==> src/rtl/PCIe_PKG.sv <==
// PCIe_PKG: shared constants and types for the PCIe Data Link Layer.
// Frame layout, sequence/LCRC widths, CRC-32 constants, tx state enum.
package PCIe_PKG;

  localparam int PCIe_TL_TLP_PACKET_SIZE  = 128;
  localparam int SEQ_W                    = 12;
  localparam int LCRC_W                   = 32;
  localparam int PCIe_DLL_TLP_PACKET_SIZE = PCIe_TL_TLP_PACKET_SIZE + SEQ_W + LCRC_W;

  localparam logic [LCRC_W-1:0] CRC32_POLY = 32'h04C11DB7;
  localparam logic [LCRC_W-1:0] CRC32_SEED = 32'hFFFFFFFF;

  typedef enum logic {
    NORMAL = 1'b0,
    REPLAY = 1'b1
  } tx_state_e;

  // Forward distance from b to a on the 12-bit sequence circle.
  function automatic logic [SEQ_W-1:0] seq_dist(input logic [SEQ_W-1:0] a,
                                                 input logic [SEQ_W-1:0] b);
    return a - b;
  endfunction

endpackage

==> src/rtl/crc32_generator.sv <==
// crc32_generator: combinational CRC-32 over a DATA_W-bit word.
// MSB-first, polynomial 04C11DB7, seed FFFFFFFF, inverted result; the same
// arrangement the receive-side LCRC checker uses.
module crc32_generator
  import PCIe_PKG::*;
#(
  parameter int DATA_W = PCIe_TL_TLP_PACKET_SIZE
) (
  input  logic [DATA_W-1:0] data_i,
  output logic [LCRC_W-1:0] crc_o
);

  logic [LCRC_W-1:0] crc;
  logic              fb;

  // Bit-serial shift register unrolled across the whole word
  always_comb begin
    crc = CRC32_SEED;
    fb  = 1'b0;
    for (int i = DATA_W - 1; i >= 0; i--) begin
      fb  = crc[LCRC_W-1] ^ data_i[i];
      crc = {crc[LCRC_W-2:0], 1'b0} ^ (fb ? CRC32_POLY : '0);
    end
    crc_o = ~crc;
  end

endmodule

==> src/rtl/pcie_dll_tx.sv <==
// pcie_dll_tx: transmit half of the PCIe Data Link Layer.
// Tags each TL TLP with a 12-bit sequence number and a 32-bit LCRC, keeps
// every sent frame in a retry buffer until it is Acked, and replays the
// unacknowledged frames after a Nak.
// Optional feature macro: PCIE_DLL_TX_REPLAY_TIMER_EN adds a replay timer
// that triggers a replay after REPLAY_TIMEOUT cycles without an Ack.
module pcie_dll_tx
  import PCIe_PKG::*;
#(
  parameter int TLP_W          = PCIe_TL_TLP_PACKET_SIZE,
  parameter int DEPTH          = 16,
  parameter int REPLAY_TIMEOUT = 1024
) (
  input  logic                         clk,
  input  logic                         rst_n,
  input  logic                         tlp_valid_i,
  input  logic [TLP_W-1:0]             tlp_i,
  output logic                         tlp_ready_o,
  output logic                         tlp_valid_o,
  output logic [TLP_W+43:0]            tlp_o,
  input  logic                         tlp_ready_i,
  input  logic                         acknak_valid_i,
  input  logic                         acknak_nak_i,
  input  logic [11:0]                  acknak_seq_i,
  output logic                         dllp_err_o,
  output logic                         retrain_req_o,
  output logic [$clog2(DEPTH+1)-1:0]   outstanding_o
);

  localparam int FRAME_W = TLP_W + SEQ_W + LCRC_W;
  localparam int AW      = $clog2(DEPTH);
  localparam int CW      = $clog2(DEPTH + 1);
  localparam logic [SEQ_W-1:0] SEQ_ONE = 1;

  // Control state
  tx_state_e         state_q, state_d;
  logic [SEQ_W-1:0]  next_seq_q, next_seq_d;
  logic [SEQ_W-1:0]  acked_seq_q, acked_seq_d;
  logic [SEQ_W-1:0]  replay_seq_q, replay_seq_d;
  logic [1:0]        replay_num_q, replay_num_d;
  logic              pend_q, pend_d;
  logic              dllp_err_q, dllp_err_d;
  logic              retrain_q, retrain_d;
  logic              enter;

  // Output stage and retry buffer
  logic               out_vld_q, out_vld_d;
  logic [FRAME_W-1:0] out_data_q, out_data_d;
  logic [FRAME_W-1:0] rbuf [DEPTH];

  // Derived combinational terms
  logic [LCRC_W-1:0]  lcrc;
  logic [FRAME_W-1:0] new_frame;
  logic [SEQ_W-1:0]   outstanding;
  logic [SEQ_W-1:0]   ack_diff;
  logic [SEQ_W-1:0]   remaining;
  logic [SEQ_W-1:0]   replay_off;
  logic [SEQ_W-1:0]   replay_cur;
  logic               full, out_free, accept;
  logic               ack_ok, purge;
  logic               replay_more, replay_load, replay_done;
  logic               nak_hit, timeout_hit, trigger;

  crc32_generator #(
    .DATA_W (TLP_W)
  ) u_crc (
    .data_i (tlp_i),
    .crc_o  (lcrc)
  );

  assign new_frame = {next_seq_q, tlp_i, lcrc};

  // Sequence bookkeeping; buffer slots are the low AW bits of the sequence
  // number, so wr_ptr = next_seq and rd_ptr = acked_seq + 1 modulo DEPTH.
  assign outstanding = seq_dist(next_seq_q, acked_seq_q) - SEQ_ONE;
  assign full        = (outstanding == SEQ_W'(DEPTH));
  assign out_free    = !out_vld_q || tlp_ready_i;
  assign accept      = tlp_valid_i && tlp_ready_o;

  assign ack_diff    = seq_dist(acknak_seq_i, acked_seq_q);
  assign ack_ok      = acknak_valid_i && (ack_diff <= outstanding);
  assign purge       = ack_ok && (ack_diff != '0);

  assign next_seq_d  = next_seq_q + (accept ? SEQ_ONE : '0);
  assign acked_seq_d = ack_ok ? acknak_seq_i : acked_seq_q;
  assign remaining   = seq_dist(next_seq_d, acked_seq_d) - SEQ_ONE;

  // A purge that overtakes the replay cursor drags it forward to rd_ptr.
  assign replay_off  = seq_dist(replay_seq_q, acked_seq_q + SEQ_ONE);
  assign replay_cur  = (purge && (replay_off < ack_diff)) ? (acked_seq_d + SEQ_ONE)
                                                          : replay_seq_q;
  assign replay_more = (replay_cur != next_seq_q);
  assign replay_load = (state_q == REPLAY) && out_free && replay_more;
  assign replay_done = (state_q == REPLAY) && out_free && !replay_more;

  assign nak_hit     = ack_ok && acknak_nak_i && (remaining != '0);
  assign trigger     = nak_hit || timeout_hit;

`ifdef PCIE_DLL_TX_REPLAY_TIMER_EN
  localparam int TMR_W = $clog2(REPLAY_TIMEOUT + 1);
  logic [TMR_W-1:0] timer_q, timer_d;

  assign timeout_hit = (state_q == NORMAL) && (outstanding != '0) && !purge &&
                       (timer_q == TMR_W'(REPLAY_TIMEOUT - 1));

  // Replay timer: counts while frames wait for an Ack in NORMAL
  always_comb begin
    timer_d = timer_q;
    if (enter || purge) begin
      timer_d = '0;
    end else if ((state_q == NORMAL) && (outstanding != '0)) begin
      timer_d = timer_q + TMR_W'(1);
    end
  end

  // Replay timer register
  always_ff @(posedge clk or negedge rst_n) begin
    if (!rst_n) timer_q <= '0;
    else        timer_q <= timer_d;
  end
`else
  logic unused_timeout_cfg;
  assign unused_timeout_cfg = (REPLAY_TIMEOUT != 0);
  assign timeout_hit        = 1'b0;
`endif

  // FSM state register
  always_ff @(posedge clk or negedge rst_n) begin
    if (!rst_n) state_q <= NORMAL;
    else        state_q <= state_d;
  end

  // FSM next state: enter replay on trigger, finish or restart after a pass
  always_comb begin
    state_d = state_q;
    pend_d  = pend_q;
    enter   = 1'b0;
    case (state_q)
      NORMAL: begin
        if (trigger) begin
          state_d = REPLAY;
          enter   = 1'b1;
        end
      end
      REPLAY: begin
        if (replay_done) begin
          pend_d = 1'b0;
          if ((pend_q || trigger) && (remaining != '0)) enter   = 1'b1;
          else                                          state_d = NORMAL;
        end else if (trigger) begin
          pend_d = 1'b1;
        end
      end
      default: state_d = NORMAL;
    endcase
  end

  // FSM output: TL may push only in NORMAL with room and a free output stage
  always_comb begin
    tlp_ready_o = (state_q == NORMAL) && !full && out_free;
  end

  // Datapath next state: replay cursor, replay counter, output stage, pulses
  always_comb begin
    replay_seq_d = replay_cur + (replay_load ? SEQ_ONE : '0);
    if (enter) replay_seq_d = acked_seq_d + SEQ_ONE;

    replay_num_d = purge ? 2'd0 : replay_num_q;
    retrain_d    = 1'b0;
    if (enter) begin
      retrain_d    = (replay_num_d == 2'd3);
      replay_num_d = replay_num_d + 2'd1;
    end

    dllp_err_d = acknak_valid_i && !ack_ok;

    out_vld_d  = out_vld_q && !tlp_ready_i;
    out_data_d = out_data_q;
    if (accept) begin
      out_vld_d  = 1'b1;
      out_data_d = new_frame;
    end else if (replay_load) begin
      out_vld_d  = 1'b1;
      out_data_d = rbuf[replay_cur[AW-1:0]];
    end
  end

  // Control and output-stage registers
  always_ff @(posedge clk or negedge rst_n) begin
    if (!rst_n) begin
      next_seq_q   <= '0;
      acked_seq_q  <= '1;
      replay_seq_q <= '0;
      replay_num_q <= '0;
      pend_q       <= 1'b0;
      dllp_err_q   <= 1'b0;
      retrain_q    <= 1'b0;
      out_vld_q    <= 1'b0;
      out_data_q   <= '0;
    end else begin
      next_seq_q   <= next_seq_d;
      acked_seq_q  <= acked_seq_d;
      replay_seq_q <= replay_seq_d;
      replay_num_q <= replay_num_d;
      pend_q       <= pend_d;
      dllp_err_q   <= dllp_err_d;
      retrain_q    <= retrain_d;
      out_vld_q    <= out_vld_d;
      out_data_q   <= out_data_d;
    end
  end

  // Retry buffer write: every accepted frame is stored at wr_ptr
  always_ff @(posedge clk) begin
    if (accept) rbuf[next_seq_q[AW-1:0]] <= new_frame;
  end

  assign tlp_valid_o   = out_vld_q;
  assign tlp_o         = out_data_q;
  assign dllp_err_o    = dllp_err_q;
  assign retrain_req_o = retrain_q;
  assign outstanding_o = outstanding[CW-1:0];

endmodule

==> config.mk <==
export PLATFORM = sky130hd
export DESIGN_NAME = pcie_dll_tx
export DESIGN_NICKNAME = d
export VERILOG_FILES = /design/src/rtl/PCIe_PKG.sv /design/src/rtl/crc32_generator.sv /design/src/rtl/pcie_dll_tx.sv
export SDC_FILE = /design/constraint.sdc
export NUM_CORES = 2
export LEC_CHECK = 0
export ABC_AREA = 0
export CAP_MARGIN = 25
export CORE_MARGIN = 2
export CORE_UTILIZATION = 55
export DETAILED_ROUTE_END_ITERATION = 6
export PLACE_DENSITY = 0.79
export RECOVER_POWER = 100
export SLEW_MARGIN = 5
export SYNTH_ARGS = -nofsm -noshare
export SYNTH_HDL_FRONTEND = slang
export SYNTH_SLANG_ARGS = --single-unit
==> constraint.sdc <==
create_clock -name clk -period 18.8 [get_ports clk]
set_clock_uncertainty 0.1 [all_clocks]
set_input_delay 2.82 -clock clk [delete_from_list [all_inputs] [get_ports clk]]
set_output_delay 2.82 -clock clk [all_outputs]
set_load 0.02 [all_outputs]
-- Yosys cells after proc, flatten, opt, wreduce, memory -nomap -nowiden
Memory sizes are Yosys's and may differ from the RTL's.
Cells that the tools add are included.
Widths: inputs -> output; s select.
- register bits: 215
- latch bits: 0
- memory bits (writable): 2752
- bits in read-only memories: 0
- input port bits: 146
- output and inout bits: 181
- logic and storage cells: 460
- memories kept: 1
- add/subtract/negate cells: 11
- $mul: 0
- div/mod/pow operators: 0
- order comparisons: 2
- eq/ne operators: 3
- shift operators: 0
- muxes and demuxes: 150
- bitwise logic cells: 257
- reduce and logical (&&, ||, !) cells: 26
- memories (memory ; words ; width ; read ports ; clocked after memory_dff ; write ports ; RTL line ; text):
    rbuf ; 16 ; 172 ; 1 ; 0 ; 1 ; pcie_dll_tx.sv:49 ; logic [FRAME_W-1:0] rbuf [DEPTH];
- operators by type and width (kind ; number):
    $xor 32x32->32 ; 127
    $mux 27 ; 128
    $mux 172 ; 2
    $xor 1x1->1 ; 127
    $sub 12x12->12 ; 4
    $mux 12 ; 3
    $not 32->32 ; 1
    $not 31->31 ; 1
    $add 12x1->12 ; 2
    $add 12x1->12 const B ; 2
    $reduce_bool 12->1 ; 2
    $sub 12x1->12 const B ; 2
    $logic_and 1x1->1 ; 14
    $mux 1 ; 13
    $eq 12x5->1 const B ; 1
    $le 12x12->1 ; 1
    $lt 12x12->1 ; 1
    $ne 12x12->1 ; 1
    $logic_not 1->1 ; 5
    $mux 2 ; 2
    $pmux 1 s2 ; 2
    $reduce_bool 2->1 ; 2
    $add 2x1->2 const B ; 1
    $eq 2x2->1 const B ; 1
    3 further kinds ; 4

-- Depth between registers and ports, before layout
- depth after elaboration: 385
- depth in mapped cells: 44
- mapped depth without buffers: 44

-- Modules after synthesis
From an unflattened synthesis, not the netlist that was laid out.
- cells, all modules: 9533
- area total of the unflattened synthesis: 134283.8 um^2
- by module, submodules not included (module ; times used ; cells an instance ; area an instance (um^2) ; seq. area each (um^2)):
    pcie_dll_tx ; 1 ; 8484 ; 118881.5 ; 88034.4
    crc32_generator ; 1 ; 1049 ; 15402.3 ; 0.0

-- Worst setup path after synthesis
No wires, ideal clock.
- kind: input-to-reg
- from: input port tlp_ready_i
- to: memory rbuf[3][0] (netlist bit), enable pin
- library setup time: 0.914 ns
- arrival time: 16.074 ns
- data required time: 17.786 ns
- path slack: 1.712 ns
- cell stages on the path: 9
- buffers on the path: 2
- cell sequence: nand2b_1 nand2b_1 a31oi_1 nand2_1 inv_2 clkbuf_1 buf_1 nand3_1 nor3_1
- word-level cells in the longest chain between the ends: 5
- RTL lines (what ; RTL line ; text):
    start, declared ; pcie_dll_tx.sv:21 ; input logic tlp_ready_i,
    $logic_or 1x1->1 ; pcie_dll_tx.sv:77 ; assign out_free = !out_vld_q || tlp_ready_i;
    $logic_and 1x1->1 ; pcie_dll_tx.sv:160 ; tlp_ready_o = (state_q == NORMAL) && !full && out_free;
    via tlp_ready_o ; pcie_dll_tx.sv:18 ; output logic tlp_ready_o,
    $logic_and 1x1->1 ; pcie_dll_tx.sv:78 ; assign accept = tlp_valid_i && tlp_ready_o;
    $mux 1 ; pcie_dll_tx.sv:215 ; if (accept) rbuf[next_seq_q[AW-1:0]] <= new_frame;
    $mux 1 (implied by the code) ; pcie_dll_tx.sv:215 ;
    end, declared ; pcie_dll_tx.sv:49 ;
The timed path passes the listed nets, and every way through them passes these cells.

-- Worst setup path after layout
- from: input port tlp_i[119]
- to: memory rbuf[6][1] (netlist bit) (data pin)
- word-level cells in the longest chain between the ends: 161
- elaborated cells on any way between the ends: 325
- classes of those cells: mux: 102; bitwise: 223
- RTL lines (what ; RTL line ; text):
    start, declared ; pcie_dll_tx.sv:17 ; input logic [TLP_W-1:0] tlp_i,
    $xor 1x1->1 (*) ; crc32_generator.sv:21 ; fb = crc[LCRC_W-1] ^ data_i[i];
    $mux 27 (*) ; crc32_generator.sv:22 ; crc = {crc[LCRC_W-2:0], 1'b0} ^ (fb ? CRC32_POLY : '0);
    $xor 32x32->32 (*) (6 in a row) ; crc32_generator.sv:22 ;
    $xor 1x1->1 or $xor 32x32->32 (tied branches) ; crc32_generator.sv:21, crc32_generator.sv:22 ;
    $mux 27 or $xor 32x32->32 (tied branches) ; crc32_generator.sv:22 ;
    $xor 32x32->32 (*) (6 in a row) ; crc32_generator.sv:22 ;
    $xor 1x1->1 or $xor 32x32->32 (tied branches) ; crc32_generator.sv:21, crc32_generator.sv:22 ;
    $mux 27 or $xor 32x32->32 (tied branches) ; crc32_generator.sv:22 ;
    [... 126 more ...] ; -- ;
    $xor 1x1->1 or $xor 32x32->32 (tied branches) ; crc32_generator.sv:21, crc32_generator.sv:22 ;
    $mux 27 or $xor 32x32->32 (tied branches) ; crc32_generator.sv:22 ;
    $xor 32x32->32 (*) (10 in a row) ; crc32_generator.sv:22 ;
    $xor 1x1->1 ; crc32_generator.sv:21 ;
    $mux 27 ; crc32_generator.sv:22 ;
    $xor 32x32->32 (*) (2 in a row) ; crc32_generator.sv:22 ;
    $not 32->32 (*) ; crc32_generator.sv:24 ; crc_o = ~crc;
    via lcrc[1] ; pcie_dll_tx.sv:52 ; logic [LCRC_W-1:0] lcrc;
Mark *: on every way through the listed nets, which the timed path passes. The rest lies on a longest branch.

==> results.ini <==
[clocking]
clockRootBuffer=clkbuf_16
insertion_delay_ns=0.97
cts_buffer_depth=4
htreeDepth=5
cts_buffers=312
clk_pin_slew_ns=0.06
ctsHoldBuffers=0
cts_setup_buffers=0
cts_tree=yes
cts_repair_resize_count=0
clock-sinks=2967

[route]
drt-total-wl_um=376000
vias_per_cell=6.44
post_drt_wl_per_cell_um=27.5
drt_iter0_drc=12900
vias=88000
ant_nets=0
firstDrtPassIters=6
drc=0

[synth]
synth_top_area_cell=edfxtp_1
synth-async-reset-ratio_pct=7.25
synth_top_area_share_pct=61.6
synthesis.instances=10000
synth_fp_nets=10300
synth_edf_count=2752
mappedNetlistArea_um2=134000
synth_area_leaders=edfxtp_1 (62%), nand2_1 (7.8%), xnor3_1 (4.9%), dfrtp_1 (3.8%), a311oi_1 (3.3%)
synth.ff_latch_count=2967
yosysWarnings=0
avgSynthCellArea_um2=13.4
synth_sequential_area_ratio_pct=65.6
synth.distinct_cells=56
synth_ff_type=edfxtp_1

[die]
dieWidth_um=498
die_h_um=498
ios=327
initial_core_util_pct=55.2
core.rowCount=181
dieArea_um2=248000
core_um2=243000

[worst_setup_path]
path_max_fanout=25
required_ns=19.25
slowest_stage=clkbuf_1
worst_path_largest_cell_delay_ns=1.23
worst_r2r_path_depth=22
critPathArrivalTime_ns=17.21
path_common_cell=xnor3_1
timing_worst_setup_path_type=primary input to flip-flop
startpoint_type=primary input
end_kind=flip-flop

[global_route]
grt_max_degree=207
grt_usage_pct=29.6
grt_pass1_wl_um=550000
grt_overflow=0
grt_pass1_vias=85800
antenna_found_initial=45

[placed_design]
dp_hpwl_um=206000
placed_cells=13100
gp_congestion=0.898
io_buffers=326

[finish]
fin_nets=10400
register_area_um2=88000
final_cell_mix=nand2_1 (2786), edfxtp_1 (2752), nand3_1 (768), a311oi_1 (500), xnor2_1 (489)
drive_gt1_share_pct=6.24
post-route-util_pct=61.7
multiInputGateArea_um2=43300
layout_commonest_cell=nand2_1
area_growth_pct=11.8
stdcell_count=13700
fill_cells=17200

[run]
maxCapViolCount=83

[run_status]
violations=max-capacitance violations, max-slew violations
status=finished, violations left

[sta]
setup_viol=0
fin_crit_ns=16.76
relSlewSlack_pct=-578
finalCritPeriodShare_pct=89.2
worstMarginPinSlew_ns=10.17
fmax_mhz=59.7
finalHoldViolations=0
rsz0062_at_grt=no
slew_violations=3492
tns_ns=0

[hold_path]
holdPathStages=1
min_path_type=flip-flop to flip-flop

[synth_stat cells (all sizes together), types with 11 or more instances]
cell type,number
edfxtp,2752
nor2,63
dfrtp,203
nand2,2786
xnor2,539
a221o,156
xnor3,333
o21bai,24
a21oi,59
ha,72
a311oi,500
a211oi,158
xor3,53
xor2,196
o21ai,11
clkbuf,598
dfstp,12
a21o,11
nand3,768
a31oi,174
and3,332
inv,87
buf,57
[metrics by stage]
step	setup slack [ns]	hold slack (ns)	instance area, um2
floorplan	1.71	0.411	134000
global placement	2.68	0.395	140000
detailed placement	2.38	0.395	141000
CTS	3.30	0.414	150000
global route	1.61	0.416	150000
finish	2.04	0.409	150000
[state kept, by name, summed over array words and instances (netlist names)]
register,cells
rbuf,2752
tlp_o,172
acked_seq_q,12
next_seq_q,12
replay_seq_q,12
replay_num_q,2
dllp_err_o,1
pend_q,1
retrain_req_o,1
state_q,1
tlp_valid_o,1
[final cells by class]
type	count	share of cell area [%]
Inverter	88	0.231
Antenna cell	24	0.0401
Clock inverter	131	0.848
Multi-Input combinational cell	6332	28.9
Tap cell	3202	2.67
Sequential cell	2967	58.7
Clock buffer	416	5.75
Timing Repair Buffer	506	2.87
[per-layer routing]
metal | share of wire (%) | global-route usage, %
met1 | 37 | 40.1
met4 | 4.3 | 12.6
met5 | 0.076 | 0
met2 | 47 | 47.0
met3 | 12 | 5.92
[worst max-delay path: cells and delay by family]
kind | cells | cell delay (ns)
xor gates and xnor gates | 23 | 12.13
buffers and inverters | 3 | 2.17
[final timing paths]
| check | from | to | slack, ns |
|---|---|---|---|
| setup / recovery | tlp_i[119] | rbuf[6][1] | 2.04 |
| hold / removal | tlp_o[134] | tlp_o[134] | 0.41 |
| setup reg to reg | next_seq_q[0] | rbuf[13][45] | 2.61 |
| hold reg to reg | tlp_o[134] | tlp_o[134] | 0.41 |
| max in group asynchronous | rst_n | tlp_o[43] | 7.55 |
| min in group asynchronous | rst_n | tlp_o[96] | 3.48 |
[cells by family (layout without fill, tap and decap cells)]
| family | count (synthesis) | in the layout | synth area share (%) |
|---|---|---|---|
| compound gates | 1120 | 1120 | 6.73 |
| xor+xnor | 1121 | 1121 | 12.0 |
| fa+ha+maj | 76 | 76 | 0.731 |
| buf+inv | 743 | 1141 | 2.13 |
| flops | 2967 | 2967 | 65.6 |
| mux | 17 | 17 | 0.133 |
| other cells | 0 | 24 | 0 |
| simple gates | 3998 | 3998 | 12.6 |
Power is not shown: default switching activity piles up to over one toggle a cycle in this logic, so the estimate is an artifact.
